### src/rtl/hazard_pipe_tracker_pkg.sv
// Shared core package for the hazard detection unit and the pipeline tracker.
// Holds the hazard optype encodings, the tracked stage record, the bubble
// value written by a flush, and the ID-stage capture helper.
package hazard_pipe_tracker_pkg;

    typedef enum logic [1:0] {
        HZ_NONE  = 2'b00,
        HZ_DATA  = 2'b01,
        HZ_LOAD  = 2'b10,
        HZ_STORE = 2'b11
    } hz_optype_e;

    typedef struct packed {
        logic       valid;
        logic [4:0] rd;
        logic [4:0] rs2;
        hz_optype_e optype;
    } stage_t;

    localparam stage_t STAGE_BUBBLE = '{valid: 1'b0, rd: 5'd0, rs2: 5'd0, optype: HZ_NONE};

    // Fields captured when the ID instruction enters EXE. rd is zeroed unless
    // the instruction really writes a non-x0 register, so downstream
    // forwarding compares never match on x0 or on non-writing instructions.
    function automatic stage_t id_capture(input logic       valid,
                                          input logic [4:0] rd,
                                          input logic [4:0] rs2,
                                          input logic       regwrite,
                                          input logic [1:0] optype);
        stage_t s;
        s.valid  = valid;
        s.rd     = (regwrite && valid && (rd != 5'd0)) ? rd : 5'd0;
        s.rs2    = rs2;
        s.optype = valid ? hz_optype_e'(optype) : HZ_NONE;
        return s;
    endfunction

endpackage

### src/rtl/hazard_stage_reg.sv
// One pipeline stage register of the tracker: {valid, rd, rs2, optype}.
// Ports:
//   clk, rst_n : clock, asynchronous active-low reset (reset -> bubble)
//   flush      : load a bubble (wins over en)
//   en         : load d; otherwise hold
//   d, q       : stage record in / registered out
module hazard_stage_reg
    import hazard_pipe_tracker_pkg::*;
(
    input  logic   clk,
    input  logic   rst_n,
    input  logic   flush,
    input  logic   en,
    input  stage_t d,
    output stage_t q
);

    always_ff @(posedge clk or negedge rst_n) begin
        if (!rst_n)     q <= STAGE_BUBBLE;
        else if (flush) q <= STAGE_BUBBLE;
        else if (en)    q <= d;
    end

endmodule

### src/rtl/hazard_pipe_tracker.sv
// Tracks which pipeline stages hold real instructions together with their
// destination register, rs2 and hazard type, mirroring the F/D, D/E, E/M and
// M/W register controls issued by hazard detection. Also keeps saturating
// stall / flush / retire performance counters.
// Ports:
//   clk, rst_n                 : clock, asynchronous active-low reset
//   inst_valid_IF              : fetch holds a real instruction
//   rd_ID, rs2_ID, regwrite_ID, hazard_optype_ID : ID instruction fields
//   reg_*_EN / _stall / _flush : stage register controls
//   cnt_clr                    : synchronous clear of all counters
//   valid_*, rd_*, rs2_EXE, optype_* : registered tracked stage fields
//   stall_cnt, flush_cnt, retire_cnt : saturating counters, CNT_W bits
module hazard_pipe_tracker
    import hazard_pipe_tracker_pkg::*;
#(
    parameter int CNT_W = 32
) (
    input  logic             clk,
    input  logic             rst_n,
    input  logic             inst_valid_IF,
    input  logic [4:0]       rd_ID,
    input  logic [4:0]       rs2_ID,
    input  logic             regwrite_ID,
    input  logic [1:0]       hazard_optype_ID,
    input  logic             reg_FD_EN,
    input  logic             reg_FD_stall,
    input  logic             reg_FD_flush,
    input  logic             reg_DE_EN,
    input  logic             reg_DE_flush,
    input  logic             reg_EM_EN,
    input  logic             reg_EM_flush,
    input  logic             reg_MW_EN,
    input  logic             cnt_clr,
    output logic             valid_ID,
    output logic             valid_EXE,
    output logic             valid_MEM,
    output logic             valid_WB,
    output logic [4:0]       rd_EXE,
    output logic [4:0]       rd_MEM,
    output logic [4:0]       rd_WB,
    output logic [4:0]       rs2_EXE,
    output logic [1:0]       optype_EXE,
    output logic [1:0]       optype_MEM,
    output logic [1:0]       optype_WB,
    output logic [CNT_W-1:0] stall_cnt,
    output logic [CNT_W-1:0] flush_cnt,
    output logic [CNT_W-1:0] retire_cnt
);

    stage_t de_d, de_q, em_q, mw_q;

    // F/D: only the valid bit is tracked here; the ID fields arrive as inputs.
    always_ff @(posedge clk or negedge rst_n) begin
        if (!rst_n)                           valid_ID <= 1'b0;
        else if (reg_FD_flush)                valid_ID <= 1'b0;
        else if (reg_FD_stall || !reg_FD_EN)  valid_ID <= valid_ID;
        else                                  valid_ID <= inst_valid_IF;
    end

    assign de_d = id_capture(valid_ID, rd_ID, rs2_ID, regwrite_ID, hazard_optype_ID);

    hazard_stage_reg u_de (
        .clk(clk), .rst_n(rst_n), .flush(reg_DE_flush), .en(reg_DE_EN), .d(de_d), .q(de_q)
    );
    hazard_stage_reg u_em (
        .clk(clk), .rst_n(rst_n), .flush(reg_EM_flush), .en(reg_EM_EN), .d(de_q), .q(em_q)
    );
    // M/W has no flush control.
    hazard_stage_reg u_mw (
        .clk(clk), .rst_n(rst_n), .flush(1'b0), .en(reg_MW_EN), .d(em_q), .q(mw_q)
    );

    assign valid_EXE  = de_q.valid;
    assign valid_MEM  = em_q.valid;
    assign valid_WB   = mw_q.valid;
    assign rd_EXE     = de_q.rd;
    assign rd_MEM     = em_q.rd;
    assign rd_WB      = mw_q.rd;
    assign rs2_EXE    = de_q.rs2;
    assign optype_EXE = de_q.optype;
    assign optype_MEM = em_q.optype;
    assign optype_WB  = mw_q.optype;

    // Performance counters: saturate at all-ones, clear wins over increment.
    logic stall_inc, flush_inc, retire_inc;
    assign stall_inc  = reg_FD_stall && !reg_FD_flush;
    assign flush_inc  = reg_FD_flush && valid_ID;
    assign retire_inc = valid_WB;

    always_ff @(posedge clk or negedge rst_n) begin
        if (!rst_n) begin
            stall_cnt  <= '0;
            flush_cnt  <= '0;
            retire_cnt <= '0;
        end else if (cnt_clr) begin
            stall_cnt  <= '0;
            flush_cnt  <= '0;
            retire_cnt <= '0;
        end else begin
            if (stall_inc  && (stall_cnt  != '1)) stall_cnt  <= stall_cnt  + CNT_W'(1);
            if (flush_inc  && (flush_cnt  != '1)) flush_cnt  <= flush_cnt  + CNT_W'(1);
            if (retire_inc && (retire_cnt != '1)) retire_cnt <= retire_cnt + CNT_W'(1);
        end
    end

endmodule
### config.mk
export PLATFORM = sky130hd
export DESIGN_NAME = hazard_pipe_tracker
export DESIGN_NICKNAME = d
export VERILOG_FILES = /design/src/rtl/hazard_pipe_tracker_pkg.sv /design/src/rtl/hazard_stage_reg.sv /design/src/rtl/hazard_pipe_tracker.sv
export SDC_FILE = /design/constraint.sdc
export NUM_CORES = 1
export LEC_CHECK = 0
export CAP_MARGIN = 20
export CORE_MARGIN = 10
export CORE_UTILIZATION = 50
export CTS_CLUSTER_DIAMETER = 120
export CTS_CLUSTER_SIZE = 30
export DETAILED_ROUTE_END_ITERATION = 7
export GPL_TIMING_DRIVEN = 1
export PLACE_DENSITY = 0.8
export SKIP_LAST_GASP = 1
export SYNTH_ARGS = -nofsm -noshare
export SYNTH_HDL_FRONTEND = slang
export SYNTH_SLANG_ARGS = --single-unit
export TNS_END_PERCENT = 5
### constraint.sdc
create_clock -name clk -period 3.7 [get_ports clk]
set_input_delay 0.37 -clock clk [delete_from_list [all_inputs] [get_ports clk]]
set_output_delay 0.37 -clock clk [all_outputs]
set_load 0.005 [all_outputs]
==> impl_metrics.py, run 1 <==
metrics = {
    "clocking": {
        "cts.path.max_buffers": 2,
        "tritoncts": "built",
        "clockRootBuffer": "sky130_fd_sc_hd__clkbuf_16",
        "clock_insertion_delay_worst_skew_ns": 0.42,
        "cts-hold-fix-buffers": 0,
        "cts_sinks": 126,
        "path_clk_slew_ns": 0.05,
        "post_cts_resize_count": 0,
        "cts_buffers": 17,
        "level_count_of_the_clock_h_tree": 4,
        "post-cts-setup-buffer-count": 0,
    },
    "routing": {
        "drt_first_pass_iters": 6,
        "remaining_antenna_violation_count": 0,
        "vias_per_cell": 6.00,
        "detailroute.via_count": 6053,
        "drt_iter0_drc": 486,
        "drt_drc_violations_left": 0,
        "drt_wl_total_mm": 18.1,
        "routed_wire_length_per_instance_um": 18.0,
    },
    "setup_path": {
        "cp_max_fo": 8,
        "cp-end-kind": "flip-flop",
        "critical_path_required_ns": 3.99,
        "crit_type": "flip-flop to flip-flop",
        "crit_path_dat_ns": 2.74,
        "timing.critical_path.from_type": "flip-flop",
    },
    "synth": {
        "post_synth_most_frequent_cells": "sky130_fd_sc_hd__dfrtp_1, sky130_fd_sc_hd__a21oi_1, sky130_fd_sc_hd__nor2_1, sky130_fd_sc_hd__or3_1, sky130_fd_sc_hd__nand2_1",
        "ys.flop_type": "sky130_fd_sc_hd__dfrtp_1",
        "synth_register_bits": 126,
        "synth_fp_nets": 707,
        "yosysTopAreaCell": "sky130_fd_sc_hd__dfrtp_1",
        "synth.yosys.seq_area_share": 0.486,
        "number_of_synthesized_flops_with_an_enable_pin": 0,
        "synth-warning-count": 0,
        "synth_top_area_share": 0.486,
        "netlist_area_mm2": 0.00649,
        "netlist-cell-type-count": 53,
        "netlist_top_cells_area": "sky130_fd_sc_hd__dfrtp_1, sky130_fd_sc_hd__a21oi_1, sky130_fd_sc_hd__or3_1",
        "syn_area_per_cell_um2": 9.56,
        "synth_most_common_cell": "sky130_fd_sc_hd__dfrtp_1",
        "postSynth.asyncResetShare": 1.00,
        "synth_cells": 679,
    },
    "finish": {
        "stdcell_area_mm2": 0.00874,
        "post-route-util": 0.690,
        "finalNetCount": 852,
        "antennaDiodeCount": 0,
        "area.growth.synth_to_final_pct": 34.7,
        "final_layout_size_suffix_gt1_frac": 0.0777,
    },
    "min_path": {
        "worstHoldPathType": "input port to async pin",
    },
    "global_route": {
        "grt_util_all_layers": 0.203,
        "grt.overflow.total": 0,
        "grt_pass1_vias": 5919,
        "pin_count_of_the_biggest_net_entering_global_routing": 74,
        "grt_antenna_before_repair": 0,
        "grt_first_pass_wirelength_mm": 30.2,
    },
    "job": {
        "maxCapViolCount": 0,
    },
    "outcome": {
        "status": "completed",
    },
    "die": {
        "start_util": 0.512,
        "placeableCoreArea_mm2": 0.0127,
        "die-area_mm2": 0.0179,
        "ioPinCount": 151,
        "die_height_um": 134,
        "die_width_um": 134,
        "std_cell_rows": 41,
    },
    "sta": {
        "rsz0062_at_grt": "false",
        "timing_worst_slew_pin_value_ns": 0.921,
        "fin_tns_setup_ns": 0,
        "setup_viol_count_final": 0,
        "finClkSkew_ns": 0.00740,
        "final-max-slew-violation-count": 0,
        "final.min_clock_period_ns": 2.45,
        "hold_violations": 0,
        "max_fclk_mhz": 409,
        "slew-limit-headroom": 0.386,
        "finalCritPeriodShare": 0.661,
    },
    "power_and_ir_drop": {
        "powerDensity_mw_per_mm2": 368,
        "vdd.ir_drop.worst_uv": 259,
        "leakagePower_nw": 3.32,
        "total_power_mw": 3.21,
    },
    "placed_design": {
        "placed_area_mm2": 0.00813,
        "port_buffers": 150,
        "place_congestion": 0.954,
        "detailed_place_hpwl_mm": 12.9,
    },
}
-- path summary, 6_finish.rpt --
check                        startpoint        endpoint  slack (ns)  cells past startpoint
setup / recovery           stall_cnt[0]   stall_cnt[11]        1.25                      6
hold reg to reg               u_mw.q[7]       u_mw.q[7]        0.51                      1
max in group asynchronous         rst_n    stall_cnt[5]        2.83                      2
min in group clk              u_mw.q[7]       u_mw.q[7]        0.51                      1
hold / removal                    rst_n  retire_cnt[12]        0.08                      1
setup reg to reg           stall_cnt[0]   stall_cnt[11]        1.25                      6
-- area by class of cell --
cell class	count	area, um2
Tap cell	172	215
Timing Repair Buffer	156	1560
Multi-Input combinational cell	512	3170
Clock inverter	9	135
Sequential cell	126	3150
Clock buffer	23	468
Fill cell	959	3930
Inverter	11	41.3
-- flip-flops by register name, summed over array words and instances, names as in the netlist --
signal	cells
flush_cnt	32
u_mw.q	8
stall_cnt	32
u_em.q	8
retire_cnt	32
valid_ID	1
u_de.q	13
-- placed cells by master (no fill, tap or decap), types with 3 or more instances in the layout --
cell type,n
sky130_fd_sc_hd__xor2_1,5
sky130_fd_sc_hd__clkbuf_1,4
sky130_fd_sc_hd__nor2b_1,10
sky130_fd_sc_hd__or4_1,22
sky130_fd_sc_hd__a21oi_1,74
sky130_fd_sc_hd__or3_1,48
sky130_fd_sc_hd__clkinvlp_4,3
sky130_fd_sc_hd__buf_4,4
sky130_fd_sc_hd__o21ai_0,37
sky130_fd_sc_hd__nor4_1,9
sky130_fd_sc_hd__nand3_1,39
sky130_fd_sc_hd__and2_1,5
sky130_fd_sc_hd__nand2b_1,10
sky130_fd_sc_hd__nand2_1,43
sky130_fd_sc_hd__and3_1,8
sky130_fd_sc_hd__o21ai_1,7
sky130_fd_sc_hd__xnor2_1,10
sky130_fd_sc_hd__clkdlybuf4s50_1,148
sky130_fd_sc_hd__bufinv_16,3
sky130_fd_sc_hd__o31ai_1,20
sky130_fd_sc_hd__mux2_2,16
sky130_fd_sc_hd__clkbuf_16,17
sky130_fd_sc_hd__and4_1,12
sky130_fd_sc_hd__nor2_1,48
sky130_fd_sc_hd__inv_1,11
sky130_fd_sc_hd__mux2i_1,17
sky130_fd_sc_hd__dfrtp_1,126
sky130_fd_sc_hd__nand4_1,18
sky130_fd_sc_hd__ha_1,3
sky130_fd_sc_hd__a31oi_1,4
sky130_fd_sc_hd__nor3_1,15
-- kinds of logic (layout without fill, tap and decap cells) --
group                      Yosys count  in the layout  synth area share
DFF                                126            126             0.486
AOI/OAI and AO/OA                  161            161             0.147
xor gates and xnor gates            15             15            0.0202
and+or+nand+nor                    299            299             0.260
muxes                               34             34            0.0557
buffers and inverters               41            199            0.0262
adders and majority gates            3              3           0.00579
-- through the flow --
| stage | worst slack (ns) | hold WS (ns) | instances |
|---|---|---|---|
| 2_1_floorplan | 1.61 | 0.0744 | 679 |
| 3_3_place_gp | 1.22 | 0.490 | 976 |
| 3_5_place_dp | 1.12 | 0.500 | 976 |
| 4_1_cts | 1.10 | 0.118 | 1008 |
| 5_1_grt | 1.02 | 0.144 | 1009 |
| 6_report | 1.25 | 0.0803 | 1009 |
-- worst max-delay path, cell delays in order, from the launching register on --
cell	delay, ns
sky130_fd_sc_hd__dfrtp_1	0.42
sky130_fd_sc_hd__ha_1	0.21
sky130_fd_sc_hd__nand3_1	0.23
sky130_fd_sc_hd__or2_2	0.42
sky130_fd_sc_hd__nor4_1	0.59
sky130_fd_sc_hd__nor4b_1	0.14
sky130_fd_sc_hd__mux2_2	0.31
-- power breakdown --
group          internal [mW]  leakage, nW  switching (mW)
Sequential              1.39         1.76         0.00816
Combinational         0.0548         1.28          0.0761
Clock                   1.09        0.284           0.593
-- per-layer routing --
layer | global-route usage | vias to the layer above | part of all wire
li1 | - | 2836 | -
met1 | 0.237 | 2973 | 0.41
met2 | 0.333 | 213 | 0.49
met3 | 0.0885 | 31 | 0.089
met4 | 0.0544 | 0 | 0.013
met5 | 0 | - | 0
(Power assumes the default switching activity.)
==> run 2, diff against run 1 <==
--- a/config.mk
+++ b/config.mk
@@ -7,12 +7,12 @@
 export LEC_CHECK = 0
 export CAP_MARGIN = 20
 export CORE_MARGIN = 10
-export CORE_UTILIZATION = 50
+export CORE_UTILIZATION = 46
 export CTS_CLUSTER_DIAMETER = 120
 export CTS_CLUSTER_SIZE = 30
 export DETAILED_ROUTE_END_ITERATION = 7
 export GPL_TIMING_DRIVEN = 1
-export PLACE_DENSITY = 0.8
+export PLACE_DENSITY = 0.77
 export SKIP_LAST_GASP = 1
 export SYNTH_ARGS = -nofsm -noshare
 export SYNTH_HDL_FRONTEND = slang
==> constraint.sdc (replaced) <==
create_clock -name clk -period 2.1 [get_ports clk]
set_input_delay 0.21 -clock clk [delete_from_list [all_inputs] [get_ports clk]]
set_output_delay 0.21 -clock clk [all_outputs]
set_load 0.005 [all_outputs]
==> impl_metrics.py, run 2 (synthesis gave the netlist of run 1 again) <==
metrics = {
    "outcome": {
        "status": "completed",
    },
    "min_path": {
        "worstHoldPathType": "input port to flip-flop",
    },
    "sta": {
        "hold_violations": 0,
        "final.min_clock_period_ns": 2.09,
        "timing_worst_slew_pin_value_ns": 0.666,
        "slew-limit-headroom": 0.556,
        "fin_tns_setup_ns": 0,
        "max_fclk_mhz": 479,
        "setup_viol_count_final": 0,
        "final-max-slew-violation-count": 0,
        "finClkSkew_ns": 0.00859,
        "finalCritPeriodShare": 0.994,
        "rsz0062_at_grt": "true",
    },
    "clocking": {
        "level_count_of_the_clock_h_tree": 4,
        "cts_buffers": 17,
        "cts.path.max_buffers": 2,
        "clockRootBuffer": "sky130_fd_sc_hd__clkbuf_16",
        "tritoncts": "built",
        "path_clk_slew_ns": 0.06,
        "clock_insertion_delay_worst_skew_ns": 0.42,
        "cts_sinks": 126,
    },
    "setup_path": {
        "cp-end-kind": "flip-flop",
        "crit_path_dat_ns": 2.39,
        "critical-path-top-cell-by-count": "sky130_fd_sc_hd__and4_1",
        "cell_type_of_the_slowest_stage_on_the_worst_timing_path": "sky130_fd_sc_hd__dfrtp_1",
        "reg2reg_setup_slack_ns": 0.01,
        "crit_type": "flip-flop to flip-flop",
        "cp_max_fo": 9,
        "worstPathCellList": "buf_4 > and4_1 > and3_1 > and4_1 > nor4_1 > mux2_2",
        "timing.critical_path.from_type": "flip-flop",
        "critical_path_required_ns": 2.40,
        "critPathMaxStageDelay_ns": 0.38,
    },
    "routing": {
        "top_signal_layer_used": "met4",
        "drt_iter0_drc": 431,
        "met2WireLength_mm": 9.72,
        "routedLengthMet1_mm": 7.60,
        "route.met3.wl_mm": 1.54,
        "drt_wl_total_mm": 19.1,
        "detailroute.via_count": 6378,
        "drt_drc_violations_left": 0,
        "routed_wire_length_per_instance_um": 17.2,
        "drt_first_pass_iters": 5,
        "remaining_antenna_violation_count": 0,
        "vias_per_cell": 5.74,
    },
    "placed_design": {
        "place_congestion": 0.872,
        "place_inst": 1077,
        "detailed_place_hpwl_mm": 14.1,
        "port_buffers": 150,
    },
    "die": {
        "die_width_um": 139,
        "die-area_mm2": 0.0193,
        "ioPinCount": 151,
        "std_cell_rows": 43,
        "start_util": 0.469,
        "die_height_um": 139,
        "placeableCoreArea_mm2": 0.0138,
    },
    "finish": {
        "post-route-util": 0.683,
        "reg.largest.list": "flush_cnt: 32 flops, retire_cnt: 32 flops, stall_cnt: 32 flops",
        "final_layout_size_suffix_gt1_frac": 0.176,
        "finalNetCount": 947,
        "ff_latch_area_mm2": 0.00315,
        "fillCellCount": 1037,
        "layout.cells.most_common": "sky130_fd_sc_hd__clkdlybuf4s50_1",
        "commonest_cells_after_routing_fill_and_taps_aside": "sky130_fd_sc_hd__clkdlybuf4s50_1, sky130_fd_sc_hd__dfrtp_1, sky130_fd_sc_hd__buf_4",
        "area.growth.synth_to_final_pct": 45.5,
        "fin_cells": 1111,
        "multi_input_comb_area_mm2": 0.00319,
        "antennaDiodeCount": 0,
    },
    "power_and_ir_drop": {
        "vdd.ir_drop.worst_uv": 459,
        "total_power_mw": 5.44,
        "powerDensity_mw_per_mm2": 576,
        "leakagePower_nw": 3.77,
    },
    "global_route": {
        "grt_first_pass_wirelength_mm": 32.4,
        "grt.overflow.total": 0,
        "pin_count_of_the_biggest_net_entering_global_routing": 63,
        "grt_util_all_layers": 0.198,
        "grt_pass1_vias": 6541,
        "grt_antenna_before_repair": 0,
    },
    "job": {
        "maxCapViolCount": 0,
    },
}
[run 2: cell count changes in the layout (fill, tap and decap cells not counted), moves of 2 or more]
cell	previous run	this run
sky130_fd_sc_hd__bufinv_16	3	1
sky130_fd_sc_hd__clkbuf_1	4	1
sky130_fd_sc_hd__inv_6	0	2
sky130_fd_sc_hd__clkinv_2	1	3
sky130_fd_sc_hd__buf_4	4	100
sky130_fd_sc_hd__clkbuf_8	2	0
sky130_fd_sc_hd__buf_2	2	0
[run 2: worst paths after layout]
check | from | end | cells after the start
worst max-delay path | flush_cnt[9] | flush_cnt[23] | 6
worst min-delay path | cnt_clr | flush_cnt[14] | 2
worst max register to register | flush_cnt[9] | flush_cnt[23] | 6
worst min register to register | u_mw.q[1] | u_mw.q[1] | 1
max in group asynchronous | rst_n | flush_cnt[22] | 3
min in group asynchronous | rst_n | retire_cnt[12] | 2
[run 2: routing by layer]
layer,vias up,track usage
met5,-,0
met4,0,0.0670
met3,22,0.0729
met2,185,0.342
met1,3144,0.220
li1,3027,-
[run 2: stage by stage]
stage	hold WS, ns	worst slack (ns)	cell area (um2)
floorplan	-0.0856	0.0105	6490
global placement	0.248	-0.0396	8840
detailed placement	0.260	-0.0871	8840
CTS	0.311	-0.0596	9410
global route	0.344	-0.0920	9440
finish	0.319	0.0127	9440
[run 2: repair_timing]
item / 4_1_cts / 5_1_grt
hold buffers: 1 / 0
pin swaps: 0 / 1
gates cloned: 0 / 0
endpoints found under the hold margin: 43 / 0
endpoints found under the setup margin: 8 / 43
buffers inserted: 0 / 2
resized for setup: 1 / 3
[run 2: critical path: cells and delay by family, from the launching register on]
family                 cells  cell delay [ns]
buffers and inverters      1             0.14
flip-flops                 1             0.38
multiplexers               1             0.38
AND/OR/NAND/NOR            4             1.08
[run 2: area by class of cell]
| class | count | share of cell area |
|---|---|---|
| Timing Repair Buffer | 251 | 0.242 |
| Multi-Input combinational cell | 512 | 0.338 |
| Sequential cell | 126 | 0.334 |
| Inverter | 11 | 0.00437 |
| Clock inverter | 13 | 0.0126 |
| Clock buffer | 18 | 0.0455 |
| Tap cell | 180 | 0.0239 |
[run 2: report_power, final]
| group | switching [mW] | internal, mW | total [mW] |
|---|---|---|---|
| combinational | 0.149 | 0.114 | 0.263 |
| clock | 1.10 | 1.62 | 2.72 |
| sequential | 0.00864 | 2.44 | 2.45 |
| total | 1.26 | 4.18 | 5.44 |
